`src/rtl/gate_seq_ctrl_pkg.sv`:
```
// Shared encodings, default timing constants and gate drive levels for gate_seq_ctrl.
// GATE_SEQ_CHECKSUM_EN adds the CHECK receive state for the trailing XOR byte.
package gate_seq_ctrl_pkg;

  localparam int DEFAULT_DEAD_TIME    = 4;
  localparam int DEFAULT_BYTE_TIMEOUT = 48000;

  localparam logic TR_ON  = 1'b1;
  localparam logic TR_OFF = 1'b0;

  typedef enum logic [1:0] {
    RX_WAIT_BYTE = 2'd0,
    RX_ASSEMBLE  = 2'd1,
`ifdef GATE_SEQ_CHECKSUM_EN
    RX_CHECK     = 2'd2,
`endif
    RX_ERROR     = 2'd3
  } rx_state_e;

  typedef enum logic [1:0] {
    SEQ_IDLE = 2'd0,
    SEQ_ON   = 2'd1,
    SEQ_DEAD = 2'd2
  } seq_state_e;

endpackage

```
`src/rtl/gate_seq_ctrl_frame_assembler.sv`:
```
// Receive FSM: builds a MSB-first pulse-width word from uart_rx bytes, with inter-byte timeout.
// With GATE_SEQ_CHECKSUM_EN a trailing XOR byte must match before the width is accepted.
module frame_assembler
  import gate_seq_ctrl_pkg::*;
#(
  parameter int MSG_BYTES    = 2,
  parameter int BYTE_TIMEOUT = DEFAULT_BYTE_TIMEOUT
) (
  input  logic                   clk,
  input  logic                   reset,
  input  logic [7:0]             data_received,
  input  logic                   rx_done,
  input  logic                   parity_error,
  input  logic                   err_clr,
  output logic [MSG_BYTES*8-1:0] shadow_width,
  output logic                   frame_valid,
  output logic                   rx_err,
  output logic                   timeout
);

  localparam int W  = MSG_BYTES * 8;
  localparam int CW = $clog2(MSG_BYTES + 1);
  localparam int TW = $clog2(BYTE_TIMEOUT + 1);

  rx_state_e       state_q;
  logic [W-1:0]    shift_q;
  logic [CW-1:0]   byte_cnt_q;
  logic [TW-1:0]   timer_q;
  logic [W-1:0]    shadow_q;
  logic            frame_valid_q;
  logic            rx_err_q;
  logic            timeout_q;
`ifdef GATE_SEQ_CHECKSUM_EN
  logic [7:0]      csum_q;
`endif

  logic [W-1:0] frame_d;
  logic         last_byte;
  logic         timer_expired;

  assign frame_d       = (shift_q << 8) | W'(data_received);
  assign last_byte     = (byte_cnt_q == CW'(MSG_BYTES - 1));
  assign timer_expired = (timer_q == TW'(BYTE_TIMEOUT - 1));

  always_ff @(posedge clk or negedge reset) begin
    if (!reset) begin
      state_q       <= RX_WAIT_BYTE;
      shift_q       <= '0;
      byte_cnt_q    <= '0;
      timer_q       <= '0;
      shadow_q      <= '0;
      frame_valid_q <= 1'b0;
      rx_err_q      <= 1'b0;
      timeout_q     <= 1'b0;
`ifdef GATE_SEQ_CHECKSUM_EN
      csum_q        <= '0;
`endif
    end else begin
      frame_valid_q <= 1'b0;
      timeout_q     <= 1'b0;
      case (state_q)
        RX_WAIT_BYTE: begin
          timer_q <= '0;
          if (rx_done && parity_error) begin
            state_q  <= RX_ERROR;
            rx_err_q <= 1'b1;
          end else if (rx_done) begin
            shift_q    <= W'(data_received);
            byte_cnt_q <= CW'(1);
`ifdef GATE_SEQ_CHECKSUM_EN
            csum_q     <= data_received;
            state_q    <= (MSG_BYTES == 1) ? RX_CHECK : RX_ASSEMBLE;
`else
            if (MSG_BYTES == 1) begin
              shadow_q      <= W'(data_received);
              frame_valid_q <= 1'b1;
            end else begin
              state_q <= RX_ASSEMBLE;
            end
`endif
          end
        end

        RX_ASSEMBLE: begin
          if (rx_done && parity_error) begin
            state_q  <= RX_ERROR;
            rx_err_q <= 1'b1;
          end else if (rx_done) begin
            shift_q    <= frame_d;
            byte_cnt_q <= byte_cnt_q + CW'(1);
            timer_q    <= '0;
`ifdef GATE_SEQ_CHECKSUM_EN
            csum_q     <= csum_q ^ data_received;
            if (last_byte) state_q <= RX_CHECK;
`else
            if (last_byte) begin
              shadow_q      <= frame_d;
              frame_valid_q <= 1'b1;
              state_q       <= RX_WAIT_BYTE;
            end
`endif
          end else if (timer_expired) begin
            state_q   <= RX_WAIT_BYTE;
            timeout_q <= 1'b1;
          end else begin
            timer_q <= timer_q + TW'(1);
          end
        end

`ifdef GATE_SEQ_CHECKSUM_EN
        // The assembled word waits in shift_q until its checksum byte arrives.
        RX_CHECK: begin
          if (rx_done && parity_error) begin
            state_q  <= RX_ERROR;
            rx_err_q <= 1'b1;
          end else if (rx_done) begin
            if (data_received == csum_q) begin
              shadow_q      <= shift_q;
              frame_valid_q <= 1'b1;
              state_q       <= RX_WAIT_BYTE;
            end else begin
              state_q  <= RX_ERROR;
              rx_err_q <= 1'b1;
            end
          end else if (timer_expired) begin
            state_q   <= RX_WAIT_BYTE;
            timeout_q <= 1'b1;
          end else begin
            timer_q <= timer_q + TW'(1);
          end
        end
`endif

        RX_ERROR: begin
          if (err_clr) begin
            state_q  <= RX_WAIT_BYTE;
            rx_err_q <= 1'b0;
          end
        end

        default: state_q <= RX_WAIT_BYTE;
      endcase
    end
  end

  assign shadow_width = shadow_q;
  assign frame_valid  = frame_valid_q;
  assign rx_err       = rx_err_q;
  assign timeout      = timeout_q;

endmodule

```
`src/rtl/gate_seq_ctrl.sv`:
```
// UART-commanded N-phase gate sequencer: frame_assembler supplies the width, shoot runs one sequence.
// Build with GATE_SEQ_CHECKSUM_EN to require a trailing XOR checksum byte per frame.
module gate_seq_ctrl
  import gate_seq_ctrl_pkg::*;
#(
  parameter int N_PHASES     = 3,
  parameter int MSG_BYTES    = 2,
  parameter int DEAD_TIME    = DEFAULT_DEAD_TIME,
  parameter int BYTE_TIMEOUT = DEFAULT_BYTE_TIMEOUT
) (
  input  logic                clk,
  input  logic                reset,
  input  logic [7:0]          data_received,
  input  logic                rx_done,
  input  logic                parity_error,
  input  logic                shoot,
  input  logic                err_clr,
  output logic [N_PHASES-1:0] gate_hi,
  output logic [N_PHASES-1:0] gate_lo,
  output logic                busy,
  output logic                frame_valid,
  output logic                rx_err,
  output logic                timeout
);

  localparam int W  = MSG_BYTES * 8;
  localparam int SW = $clog2(N_PHASES);

  logic [W-1:0] shadow_width;

  frame_assembler #(
    .MSG_BYTES    (MSG_BYTES),
    .BYTE_TIMEOUT (BYTE_TIMEOUT)
  ) u_frame_assembler (
    .clk           (clk),
    .reset         (reset),
    .data_received (data_received),
    .rx_done       (rx_done),
    .parity_error  (parity_error),
    .err_clr       (err_clr),
    .shadow_width  (shadow_width),
    .frame_valid   (frame_valid),
    .rx_err        (rx_err),
    .timeout       (timeout)
  );

  logic shoot_meta_q;
  logic shoot_sync_q;
  logic shoot_prev_q;
  logic shoot_edge;

  always_ff @(posedge clk or negedge reset) begin
    if (!reset) begin
      shoot_meta_q <= 1'b0;
      shoot_sync_q <= 1'b0;
      shoot_prev_q <= 1'b0;
    end else begin
      shoot_meta_q <= shoot;
      shoot_sync_q <= shoot_meta_q;
      shoot_prev_q <= shoot_sync_q;
    end
  end

  assign shoot_edge = shoot_sync_q & ~shoot_prev_q;

  function automatic logic [SW-1:0] next_step(input logic [SW-1:0] s);
    return (s == SW'(N_PHASES - 1)) ? '0 : s + SW'(1);
  endfunction

  function automatic logic [N_PHASES-1:0] leg_mask(input logic [SW-1:0] s);
    logic [N_PHASES-1:0] pat;
    pat    = {N_PHASES{TR_OFF}};
    pat[s] = TR_ON;
    return pat;
  endfunction

  seq_state_e          seq_q;
  logic [SW-1:0]       step_q;
  logic [W-1:0]        active_q;
  logic [W-1:0]        on_cnt_q;
  logic [7:0]          dead_cnt_q;
  logic [N_PHASES-1:0] gate_hi_q;
  logic [N_PHASES-1:0] gate_lo_q;
  logic                busy_q;

  // Gates are only ever loaded from leg_mask pairs (s, s+1), so a leg's high and low
  // sides can never be on together; the ON counter stops at width-1 so full-scale never wraps.
  always_ff @(posedge clk or negedge reset) begin
    if (!reset) begin
      seq_q      <= SEQ_IDLE;
      step_q     <= '0;
      active_q   <= '0;
      on_cnt_q   <= '0;
      dead_cnt_q <= '0;
      gate_hi_q  <= {N_PHASES{TR_OFF}};
      gate_lo_q  <= {N_PHASES{TR_OFF}};
      busy_q     <= 1'b0;
    end else begin
      case (seq_q)
        SEQ_IDLE: begin
          if (shoot_edge && (shadow_width != '0)) begin
            active_q  <= shadow_width;
            step_q    <= '0;
            on_cnt_q  <= '0;
            busy_q    <= 1'b1;
            gate_hi_q <= leg_mask('0);
            gate_lo_q <= leg_mask(next_step('0));
            seq_q     <= SEQ_ON;
          end
        end

        SEQ_ON: begin
          if (on_cnt_q == active_q - W'(1)) begin
            gate_hi_q  <= {N_PHASES{TR_OFF}};
            gate_lo_q  <= {N_PHASES{TR_OFF}};
            dead_cnt_q <= '0;
            seq_q      <= SEQ_DEAD;
          end else begin
            on_cnt_q <= on_cnt_q + W'(1);
          end
        end

        SEQ_DEAD: begin
          if (dead_cnt_q == 8'(DEAD_TIME - 1)) begin
            if (step_q == SW'(N_PHASES - 1)) begin
              busy_q <= 1'b0;
              seq_q  <= SEQ_IDLE;
            end else begin
              step_q    <= next_step(step_q);
              on_cnt_q  <= '0;
              gate_hi_q <= leg_mask(next_step(step_q));
              gate_lo_q <= leg_mask(next_step(next_step(step_q)));
              seq_q     <= SEQ_ON;
            end
          end else begin
            dead_cnt_q <= dead_cnt_q + 8'd1;
          end
        end

        default: seq_q <= SEQ_IDLE;
      endcase
    end
  end

  assign gate_hi = gate_hi_q;
  assign gate_lo = gate_lo_q;
  assign busy    = busy_q;

endmodule

```
`config.mk`:
```
export PLATFORM = sky130hd
export DESIGN_NAME = gate_seq_ctrl
export DESIGN_NICKNAME = d
export VERILOG_FILES = /design/src/rtl/gate_seq_ctrl_pkg.sv /design/src/rtl/gate_seq_ctrl_frame_assembler.sv /design/src/rtl/gate_seq_ctrl.sv
export SDC_FILE = /design/constraint.sdc
export NUM_CORES = 1
export LEC_CHECK = 0
export CAP_MARGIN = 20
export CORE_MARGIN = 5
export CORE_UTILIZATION = 50
export CTS_BUF_LIST = sky130_fd_sc_hd__clkbuf_16
export CTS_CLUSTER_DIAMETER = 120
export CTS_CLUSTER_SIZE = 30
export DETAILED_ROUTE_END_ITERATION = 12
export PLACE_DENSITY = 0.68
export SLEW_MARGIN = 20
export SYNTH_ARGS = -nofsm -noshare
export SYNTH_HDL_FRONTEND = slang
export SYNTH_SLANG_ARGS = --single-unit
export TNS_END_PERCENT = 100
```
`constraint.sdc`:
```
create_clock -name clk -period 6.15 [get_ports clk]
set_input_delay 0.9225 -clock clk [delete_from_list [all_inputs] [get_ports clk]]
set_output_delay 0.9225 -clock clk [all_outputs]
set_load 0.05 [all_outputs]
```
==> results.py, run 1 <==
metrics = {
    "outcome": {
        "outcome": "complete, no violations",
    },
    "cts": {
        "root_buffer": "clkbuf_16",
        "cts_buffers": 9,
        "cts.clk_slew.worst_paths_ps": 70,
        "cts_setup_buffers": 0,
        "cts_resized": 0,
        "cts.sinks": 98,
        "insertion_delay_ps": 350,
        "cts_htree_levels": 3,
        "clockBufferDepth": 2,
        "postCtsHoldBufs": 0,
        "tritoncts": "yes",
    },
    "die": {
        "die_h_um": 114,
        "die_w_um": 114,
        "initial_utilization": 0.504,
        "core.rowCount": 38,
        "ioPinCount": 24,
        "die_area_mm2": 0.0130,
        "core_area_mm2": 0.0107,
    },
    "critical_path": {
        "max_stage_delay_ps": 730,
        "critPathRequiredTime_ps": 6380,
        "r2r_cells": 9,
        "r2r-end": "gate_hi[0]",
        "cp_slowest_cell": "nand3_1",
        "r2r_setup_slack_ps": 3010,
        "crit_chain": "clkdlybuf4s50_1 > nand2_1 > nor2_1 > nand3_1 > mux2_2",
        "path_buf_inv": 1,
        "crit_type": "in -> reg",
        "endpoint_kind": "register",
        "worst_ep_arrival_time_ps": 3440,
        "start_kind": "input pin",
        "cp_top_family": "simple AND/OR/NAND/NOR gates",
        "path_max_fanout": 17,
        "r2r-start": "active_q[0]",
    },
    "yosys": {
        "avgSynthCellArea_um2": 10.5,
        "netlist_area_mm2": 0.00539,
        "synth-seq-cells": 98,
        "yosysWarnings": 0,
        "synth_ff_type": "dfrtp_1",
        "async_flop_share": 1.00,
        "syn-instance-count": 513,
        "synthDistinctLibCells": 63,
        "synth_edf_count": 0,
        "syn_nets": 540,
        "ys_seq_area_frac": 0.455,
    },
    "power_and_ir_drop": {
        "p_leak_uw": 0.00262,
        "p_per_area_mw_per_mm2": 376,
        "max-vdd-ir-drop_mv": 0.223,
    },
    "layout": {
        "diodes": 0,
        "finalNonFillerCells": 672,
        "multi_input_area_mm2": 0.00276,
        "layout_common_cells": "dfrtp_1 (98), nand2_1 (49), mux2_2 (45)",
        "syn_to_final_growth_pct": 11.4,
        "num-fill-cells": 937,
        "area.sequential_mm2": 0.00245,
        "post_route_cells_drive_above_1_share": 0.152,
        "layout_commonest_cell": "dfrtp_1",
        "nNetsFinal": 554,
    },
    "min_path": {
        "min_path_cells": 0,
        "hold_path_class": "reg -> reg",
        "min_from": "shoot_meta_q",
        "whs_endpoint": "shoot_sync_q",
    },
    "sta": {
        "hold_violations": 0,
        "fin_crit_sh": 0.521,
        "whs_ps": 357,
        "drv_slew": 0,
        "setup_violations": 0,
        "fmax_ghz": 0.312,
        "rsz0062_at_grt": "no",
        "min_period_ps": 3210,
        "setup_tns_ps": 0,
        "fin_skew_ps": 8.91,
        "relSlewSlack": 0.342,
        "worst_slew_pin_slew_ps": 987,
    },
    "placement": {
        "post-dp-hpwl_um": 7370,
        "dp_cells": 656,
        "portBuffers": 23,
        "routabilityCongestion": 0.785,
    },
    "global_routing": {
        "grt_max_degree": 54,
        "antenna_found_initial": 0,
        "grtUsageTotal": 0.175,
        "grt_pass1_vias": 3784,
        "overflow": 0,
        "grt_first_pass_wirelength_um": 18400,
    },
    "routing": {
        "wl_um": 10400,
        "firstDrtPassIters": 4,
        "drt-wirelength-per-cell_um": 15.5,
        "vias_per_cell": 5.66,
        "drc": 0,
        "drt-initial-drc-count": 177,
        "ant_nets": 0,
        "routed-via-count": 3802,
    },
    "flow_run": {
        "cap_violations": 0,
    },
}
registers in the layout (all words and copies together), names as in the netlist, 2 cells and up:
name / cells
active_q: 16
on_cnt_q: 16
u_frame_assembler.shadow_width: 16
u_frame_assembler.timer_q: 16
dead_cnt_q: 8
u_frame_assembler.shift_q: 8
gate_hi: 2
seq_q: 2
step_q: 2
u_frame_assembler.byte_cnt_q: 2
u_frame_assembler.state_q: 2
final cells by class:
| class | count | area share |
|---|---|---|
| inverters | 19 | 0.0119 |
| clock inverters | 7 | 0.0135 |
| clock buffers | 9 | 0.0375 |
| well taps | 140 | 0.0291 |
| multi-input cells | 374 | 0.460 |
| repair buffers | 25 | 0.0404 |
| flip-flops and latches | 98 | 0.408 |
synthesized netlist by cell type (3+ instances only):
library cell | count | area [µm²]
nand3_1 | 14 | 70.1
a211o_1 | 4 | 35.0
a21oi_1 | 17 | 85.1
o22ai_1 | 4 | 25.0
nand2_1 | 49 | 184
mux2_2 | 45 | 507
mux2i_1 | 19 | 190
nor2_1 | 26 | 97.6
a21o_1 | 3 | 22.5
nand3b_1 | 4 | 30.0
and3_1 | 15 | 93.8
buf_4 | 4 | 30.0
nand2b_1 | 16 | 100
dfrtp_1 | 98 | 2450
xor2_1 | 19 | 166
or4_1 | 5 | 37.5
nor3_1 | 10 | 50.1
a211oi_1 | 6 | 45.0
nor4_1 | 7 | 43.8
xnor2_1 | 13 | 114
clkbuf_1 | 14 | 52.6
and4_1 | 4 | 35.0
nand4_1 | 13 | 81.3
o221ai_1 | 3 | 26.3
ha_1 | 13 | 163
o21ai_0 | 19 | 95.1
and2_1 | 3 | 18.8
nor3b_1 | 3 | 22.5
inv_1 | 19 | 71.3
nor4b_1 | 3 | 26.3
logic make-up (layout without fill, tap and decap cells):
family,after synthesis,in the layout,share of synthesized area
flops,98,98,0.455
xor+xnor,32,32,0.0520
fa+ha+maj,13,13,0.0302
buf+inv,41,60,0.0343
simple gates,189,189,0.198
mux,65,65,0.132
compound gates,75,75,0.0988
metrics by stage:
step / setup slack, ps / total power (µW) / util / instance area [µm²]
2_1_floorplan: 3360 / 1510 / - / 5390
3_3_place_gp: 2650 / 1650 / 0.533 / 5700
3_5_place_dp: 2570 / 1690 / 0.533 / 5700
4_1_cts: 2930 / 2280 / 0.561 / 6000
5_1_grt: 2730 / 2410 / 0.562 / 6010
6_report: 2940 / 2260 / 0.562 / 6010
where the power goes:
| group | internal [µW] | leakage [µW] | switching (µW) |
|---|---|---|---|
| sequential | 783 | 0.00126 | 175 |
| combinational | 326 | 0.00121 | 392 |
| clock | 323 | 0.000153 | 259 |
| total | 1430 | 0.00262 | 826 |
worst reg2reg max path, delay by kind of cell (launching register included):
family | cells | cell delay [ps]
compound gates | 2 | 540
fa+ha+maj | 1 | 230
buf+inv | 1 | 90
mux | 2 | 640
flops | 1 | 450
simple gates | 3 | 1090
per-layer routing:
layer	wire (µm)	GRT usage
met3	328	0.0377
met5	0	0
met2	4860	0.276
met1	5020	0.243
met4	183	0.0562
worst max-delay path by stage:
stage,startpoint,end,cells past startpoint,slack [ps]
after floorplan,active_q[0],seq_q[0],10,3360
after global routing,rx_done,u_frame_assembler.shadow_width[8],5,2730
after CTS,rx_done,u_frame_assembler.shadow_width[8],5,2930
after global placement,rx_done,u_frame_assembler.shadow_width[12],5,2650
after detailed placement,rx_done,u_frame_assembler.shadow_width[14],5,2570
final,rx_done,u_frame_assembler.shadow_width[8],5,2940
Power figures use the tool's default switching activity.
==> run 2, diff against run 1 <==
- PLACE_DENSITY: 0.68 -> 0.7
- clock period: 6.15 -> 2.6 ns (I/O delays scaled with it)
==> run 2 against run 1 <==
Against the previous run: register-to-register slack got worse by 3100 ps; utilization increased by 6.9 points; routed wire length increased by 13%; critical path depth increased by 5; combinational power increased to 3.4 times the previous value; clock skew decreased by 0.56 ps; final area increased by 12%; the run now ends with setup timing left; final cell count increased by 8.3%; clock power increased to 2.5 times the previous value; highest routed layer unchanged; worst setup slack got worse by 3100 ps.
==> results.py, run 2 (synthesized netlist as in run 1, its figures left out) <==
metrics = {
    "routing": {
        "routed-via-count": 4171,
        "wl_um": 11700,
        "vias_per_cell": 5.73,
        "firstDrtPassIters": 4,
        "drc": 0,
        "ant_nets": 0,
        "drt-wirelength-per-cell_um": 16.1,
        "drt-initial-drc-count": 193,
    },
    "critical_path": {
        "max_stage_delay_ps": 550,
        "r2r_setup_slack_ps": -130,
        "crit_type": "reg -> reg",
        "r2r_cells": 10,
        "r2r-end": "on_cnt_q[13]",
        "cp.depth": 10,
        "crit_chain": "buf_6 > or4_4 > nor3_4 > o22ai_2 > a2111oi_4 > buf_4 > and4_4 > clkbuf_16 > a211oi_4 > mux2i_1",
        "cp-endpoint": "on_cnt_q[13]",
        "path_buf_inv": 3,
        "endpoint_kind": "register",
        "worst_ep_arrival_time_ps": 2960,
        "cp_slowest_cell": "or4_4",
        "start_kind": "register",
        "cp_top_family": "simple AND/OR/NAND/NOR gates",
        "r2r-start": "active_q[1]",
        "path_max_fanout": 7,
        "critPathLaunch": "active_q[1]",
        "critPathRequiredTime_ps": 2830,
    },
    "sta": {
        "hold_violations": 0,
        "setup_slack_ps": -129,
        "fin_crit_sh": 1.05,
        "drv_slew": 0,
        "worst_slew_pin_slew_ps": 756,
        "rsz0062_at_grt": "yes",
        "fmax_ghz": 0.366,
        "fin_skew_ps": 8.35,
        "setup_violations": 25,
        "whs_ps": 51.3,
        "min_period_ps": 2730,
        "relSlewSlack": 0.495,
    },
    "cts": {
        "cts.clk_slew.worst_paths_ps": 70,
        "tritoncts": "yes",
        "cts.sinks": 98,
        "insertion_delay_ps": 350,
        "cts_htree_levels": 3,
        "cts_buffers": 9,
        "root_buffer": "clkbuf_16",
        "postCtsHoldBufs": 0,
        "clockBufferDepth": 2,
    },
    "die": {
        "core_area_mm2": 0.0107,
        "core.rowCount": 38,
        "die_area_mm2": 0.0130,
        "die_h_um": 114,
        "initial_utilization": 0.504,
        "ioPinCount": 24,
        "die_w_um": 114,
    },
    "power_and_ir_drop": {
        "finalPower_uw": 6100,
        "p_per_area_mw_per_mm2": 905,
        "p_leak_uw": 0.00295,
        "max-vdd-ir-drop_mv": 0.583,
    },
    "global_routing": {
        "grt_pass1_vias": 4107,
        "grtUsageTotal": 0.188,
        "grt_max_degree": 56,
        "grt_first_pass_wirelength_um": 19800,
        "antenna_found_initial": 0,
        "overflow": 0,
    },
    "layout": {
        "syn_to_final_growth_pct": 25.0,
        "post_route_cells_drive_above_1_share": 0.293,
        "layout_common_cells": "dfrtp_1 (96), buf_4 (51), nand2_1 (49)",
        "diodes": 0,
        "nNetsFinal": 610,
        "layout_commonest_cell": "dfrtp_1",
        "final_area_mm2": 0.00674,
    },
    "flow_run": {
        "cap_violations": 0,
    },
    "outcome": {
        "outcome": "finished, violations left",
        "violations": "setup timing",
    },
    "placement": {
        "routabilityCongestion": 0.823,
        "place_area_mm2": 0.00612,
        "portBuffers": 23,
        "post-dp-hpwl_um": 8030,
    },
    "min_path": {
        "hold_path_class": "in -> async",
    },
}
## run 2: cell count changes in the layout (fill, tap and decap cells not counted), moves of 5 or more
cell,change
a21oi_1,-9
o21ai_0,-5
a21oi_2,+6
nor3_1,-5
buf_4,+48
## run 2: cell type report
| type | instances | area, µm² |
|---|---|---|
| inverter | 19 | 71.3 |
| fill | 855 | 3960 |
| timing repair buffer | 80 | 708 |
| tap | 140 | 175 |
| multi-input combinational | 375 | 3000 |
| clock buffer | 9 | 225 |
| clock inverter | 7 | 106 |
| sequential | 98 | 2450 |
## run 2: per-layer routing
metal,up-vias,GRT usage,part of all wire
met5,-,0,0
met4,0,0.0713,0.019
met3,17,0.0286,0.031
met2,75,0.313,0.50
met1,2091,0.250,0.45
li1,1988,-,-
## run 2: power breakdown
part / leakage (µW) / switching (µW) / internal, µW
registers: 0.00126 / 345 / 1860
clock network: 0.000163 / 615 / 862
logic: 0.00153 / 1280 / 1140
## run 2: what timing repair did
action,CTS,global route
gates cloned,0,2
setup endpoints to repair,26,34
pin swaps,9,16
hold endpoints to repair,0,0
gates resized for setup,17,33
setup buffers,0,4
## run 2: how the worst min path moves through the flow
stage	start	end	cells past startpoint	slack, ps
2_1_floorplan	reset	active_q[0]	0	90
3_3_place_gp	shoot_meta_q	shoot_sync_q	0	330
3_5_place_dp	shoot_meta_q	shoot_sync_q	0	330
4_1_cts	reset	on_cnt_q[11]	1	70
5_1_grt	reset	on_cnt_q[11]	1	100
6_report	reset	seq_q[1]	1	50
## run 2: through the flow
step	std cells	setup slack, ps	util	setup TNS [ps]
2_1_floorplan	513	-107	-	-473
3_3_place_gp	706	-152	0.571	-2780
3_5_place_dp	706	-201	0.572	-3290
4_1_cts	722	-115	0.609	-2220
5_1_grt	728	-237	0.630	-5210
6_report	728	-129	0.630	-2380
==> run 3, diff against run 2 <==
- GPL_TIMING_DRIVEN: default -> 0
==> run 3 against run 2 <==
Against the previous run: the run still ends with setup timing left; global-route usage is 0.082 points higher; clock-buffer cell count stayed put; sequential share of layout area is 0.86 points higher; clock skew is 2.2 ps lower; flip-flop and latch count stayed put; routed wire length hardly changed; final area is 2.3% lower; first-iteration DRC count is 9.8% higher.
==> results.py, run 3 (synthesized netlist as in run 1, its figures left out) <==
metrics = {
    "outcome": {
        "outcome": "finished, violations left",
        "violations": "setup timing",
    },
    "global_routing": {
        "antenna_found_initial": 0,
        "overflow": 0,
        "grtUsageTotal": 0.189,
        "grt_first_pass_wirelength_um": 20000,
        "grt_pass1_vias": 4157,
        "grt_max_degree": 81,
    },
    "layout": {
        "finalNonFillerCells": 715,
        "syn_to_final_growth_pct": 22.2,
        "post_route_cells_drive_above_1_share": 0.243,
        "final_area_mm2": 0.00659,
        "layout_common_cells": "dfrtp_1 (95), nand2_1 (48), mux2_2 (45)",
        "nNetsFinal": 597,
        "layout_commonest_cell": "dfrtp_1",
        "diodes": 0,
    },
    "critical_path": {
        "start_kind": "register",
        "cp.depth": 10,
        "cp_slowest_cell": "dfrtp_2",
        "r2r-start": "active_q[0]",
        "crit_type": "reg -> reg",
        "path_buf_inv": 2,
        "crit_chain": "inv_2 > ha_4 > or3b_4 > or4_4 > a211oi_2 > a311o_2 > and4_4 > buf_8 > o21ai_2 > mux2_4",
        "max_stage_delay_ps": 430,
        "endpoint_kind": "register",
        "critPathRequiredTime_ps": 2830,
        "path_max_fanout": 5,
        "r2r-end": "seq_q[0]",
        "cp_top_family": "simple AND/OR/NAND/NOR gates",
        "worst_ep_arrival_time_ps": 2980,
        "r2r_cells": 10,
        "r2r_setup_slack_ps": -150,
    },
    "sta": {
        "fin_skew_ps": 6.11,
        "setup_violations": 28,
        "rsz0062_at_grt": "yes",
        "worst_slew_pin_slew_ps": 747,
        "whs_ps": 350,
        "setup_slack_ps": -150,
        "min_period_ps": 2750,
        "fmax_ghz": 0.364,
        "fin_crit_sh": 1.06,
        "drv_slew": 0,
        "relSlewSlack": 0.501,
        "hold_violations": 0,
    },
    "routing": {
        "drc": 0,
        "vias_per_cell": 5.73,
        "routed-via-count": 4097,
        "wl_um": 11700,
        "ant_nets": 0,
        "drt-initial-drc-count": 212,
        "drt-wirelength-per-cell_um": 16.4,
        "firstDrtPassIters": 4,
    },
    "die": {
        "core.rowCount": 38,
        "ioPinCount": 24,
        "die_area_mm2": 0.0130,
        "initial_utilization": 0.504,
        "die_h_um": 114,
        "die_w_um": 114,
        "core_area_mm2": 0.0107,
    },
    "placement": {
        "post-dp-hpwl_um": 7890,
        "dp_cells": 677,
        "portBuffers": 23,
        "pre_cts_ws_ps": -439,
        "routabilityCongestion": 0.861,
        "place_area_mm2": 0.00586,
    },
    "cts": {
        "tritoncts": "yes",
        "cts_buffers": 9,
        "cts.sinks": 98,
        "clockBufferDepth": 2,
        "cts.clk_slew.worst_paths_ps": 70,
        "insertion_delay_ps": 340,
        "cts_htree_levels": 3,
        "root_buffer": "clkbuf_16",
    },
    "flow_run": {
        "cap_violations": 0,
    },
    "power_and_ir_drop": {
        "max-vdd-ir-drop_mv": 0.487,
        "finalPower_uw": 5850,
        "p_per_area_mw_per_mm2": 888,
        "p_leak_uw": 0.00284,
    },
    "min_path": {
        "min_path_cells": 0,
        "whs_endpoint": "shoot_sync_q",
        "min_from": "shoot_meta_q",
        "hold_path_class": "reg -> reg",
    },
}
[run 3: metal layers]
metal,up-vias,part of all wire,GRT usage
met4,0,0.013,0.0483
li1,1969,-,-
met2,74,0.51,0.326
met5,-,0,0
met1,2039,0.45,0.247
met3,15,0.033,0.0340
[run 3: power breakdown]
part           total (µW)  switching (µW)  internal, µW
sequential           2260             397          1860
combinational        2230            1200          1030
clock                1360             608           757
[run 3: worst max path at each step]
stage                      from  slack, ps             to
CTS                 active_q[0]       -130       seq_q[0]
floorplan           active_q[1]       -110       seq_q[0]
finish              active_q[0]       -150       seq_q[0]
global placement          reset      -2870    active_q[0]
global route        active_q[0]       -250    on_cnt_q[4]
detailed placement  active_q[1]       -440  dead_cnt_q[3]
[run 3: worst register-to-register path: stages, from the launching register on]
cell and delay [ps]:
dfrtp_2 430, inv_2 70, ha_4 140, or3b_4 420
or4_4 430, a211oi_2 190, a311o_2 180, and4_4 280
buf_8 130, o21ai_2 60, mux2_4 310
[run 3: layout make-up]
type	instances	area, µm²
fillers	873	4110
multi-input cells	375	2960
flip-flops and latches	98	2460
repair buffers	48	507
clock buffers	9	225
well taps	140	175
plain buffers	19	114
clock inverters	7	78.8
inverters	19	71.3
[run 3: timing repair]
| item | CTS | global route |
|---|---|---|
| cloned | 2 | 1 |
| setup buffers | 17 | 4 |
| pin swaps | 18 | 4 |
| endpoints found under the hold margin | 18 | 0 |
| resized for setup | 37 | 9 |
| hold buffers | 1 | 0 |
| endpoints found under the setup margin | 29 | 41 |
[run 3: through the flow]
stage          setup TNS (ps)   util
6_report                -2710  0.616
5_1_grt                 -6170  0.616
4_1_cts                 -1580  0.607
3_5_place_dp           -10440  0.548
3_3_place_gp          -253580  0.545
2_1_floorplan            -473      -
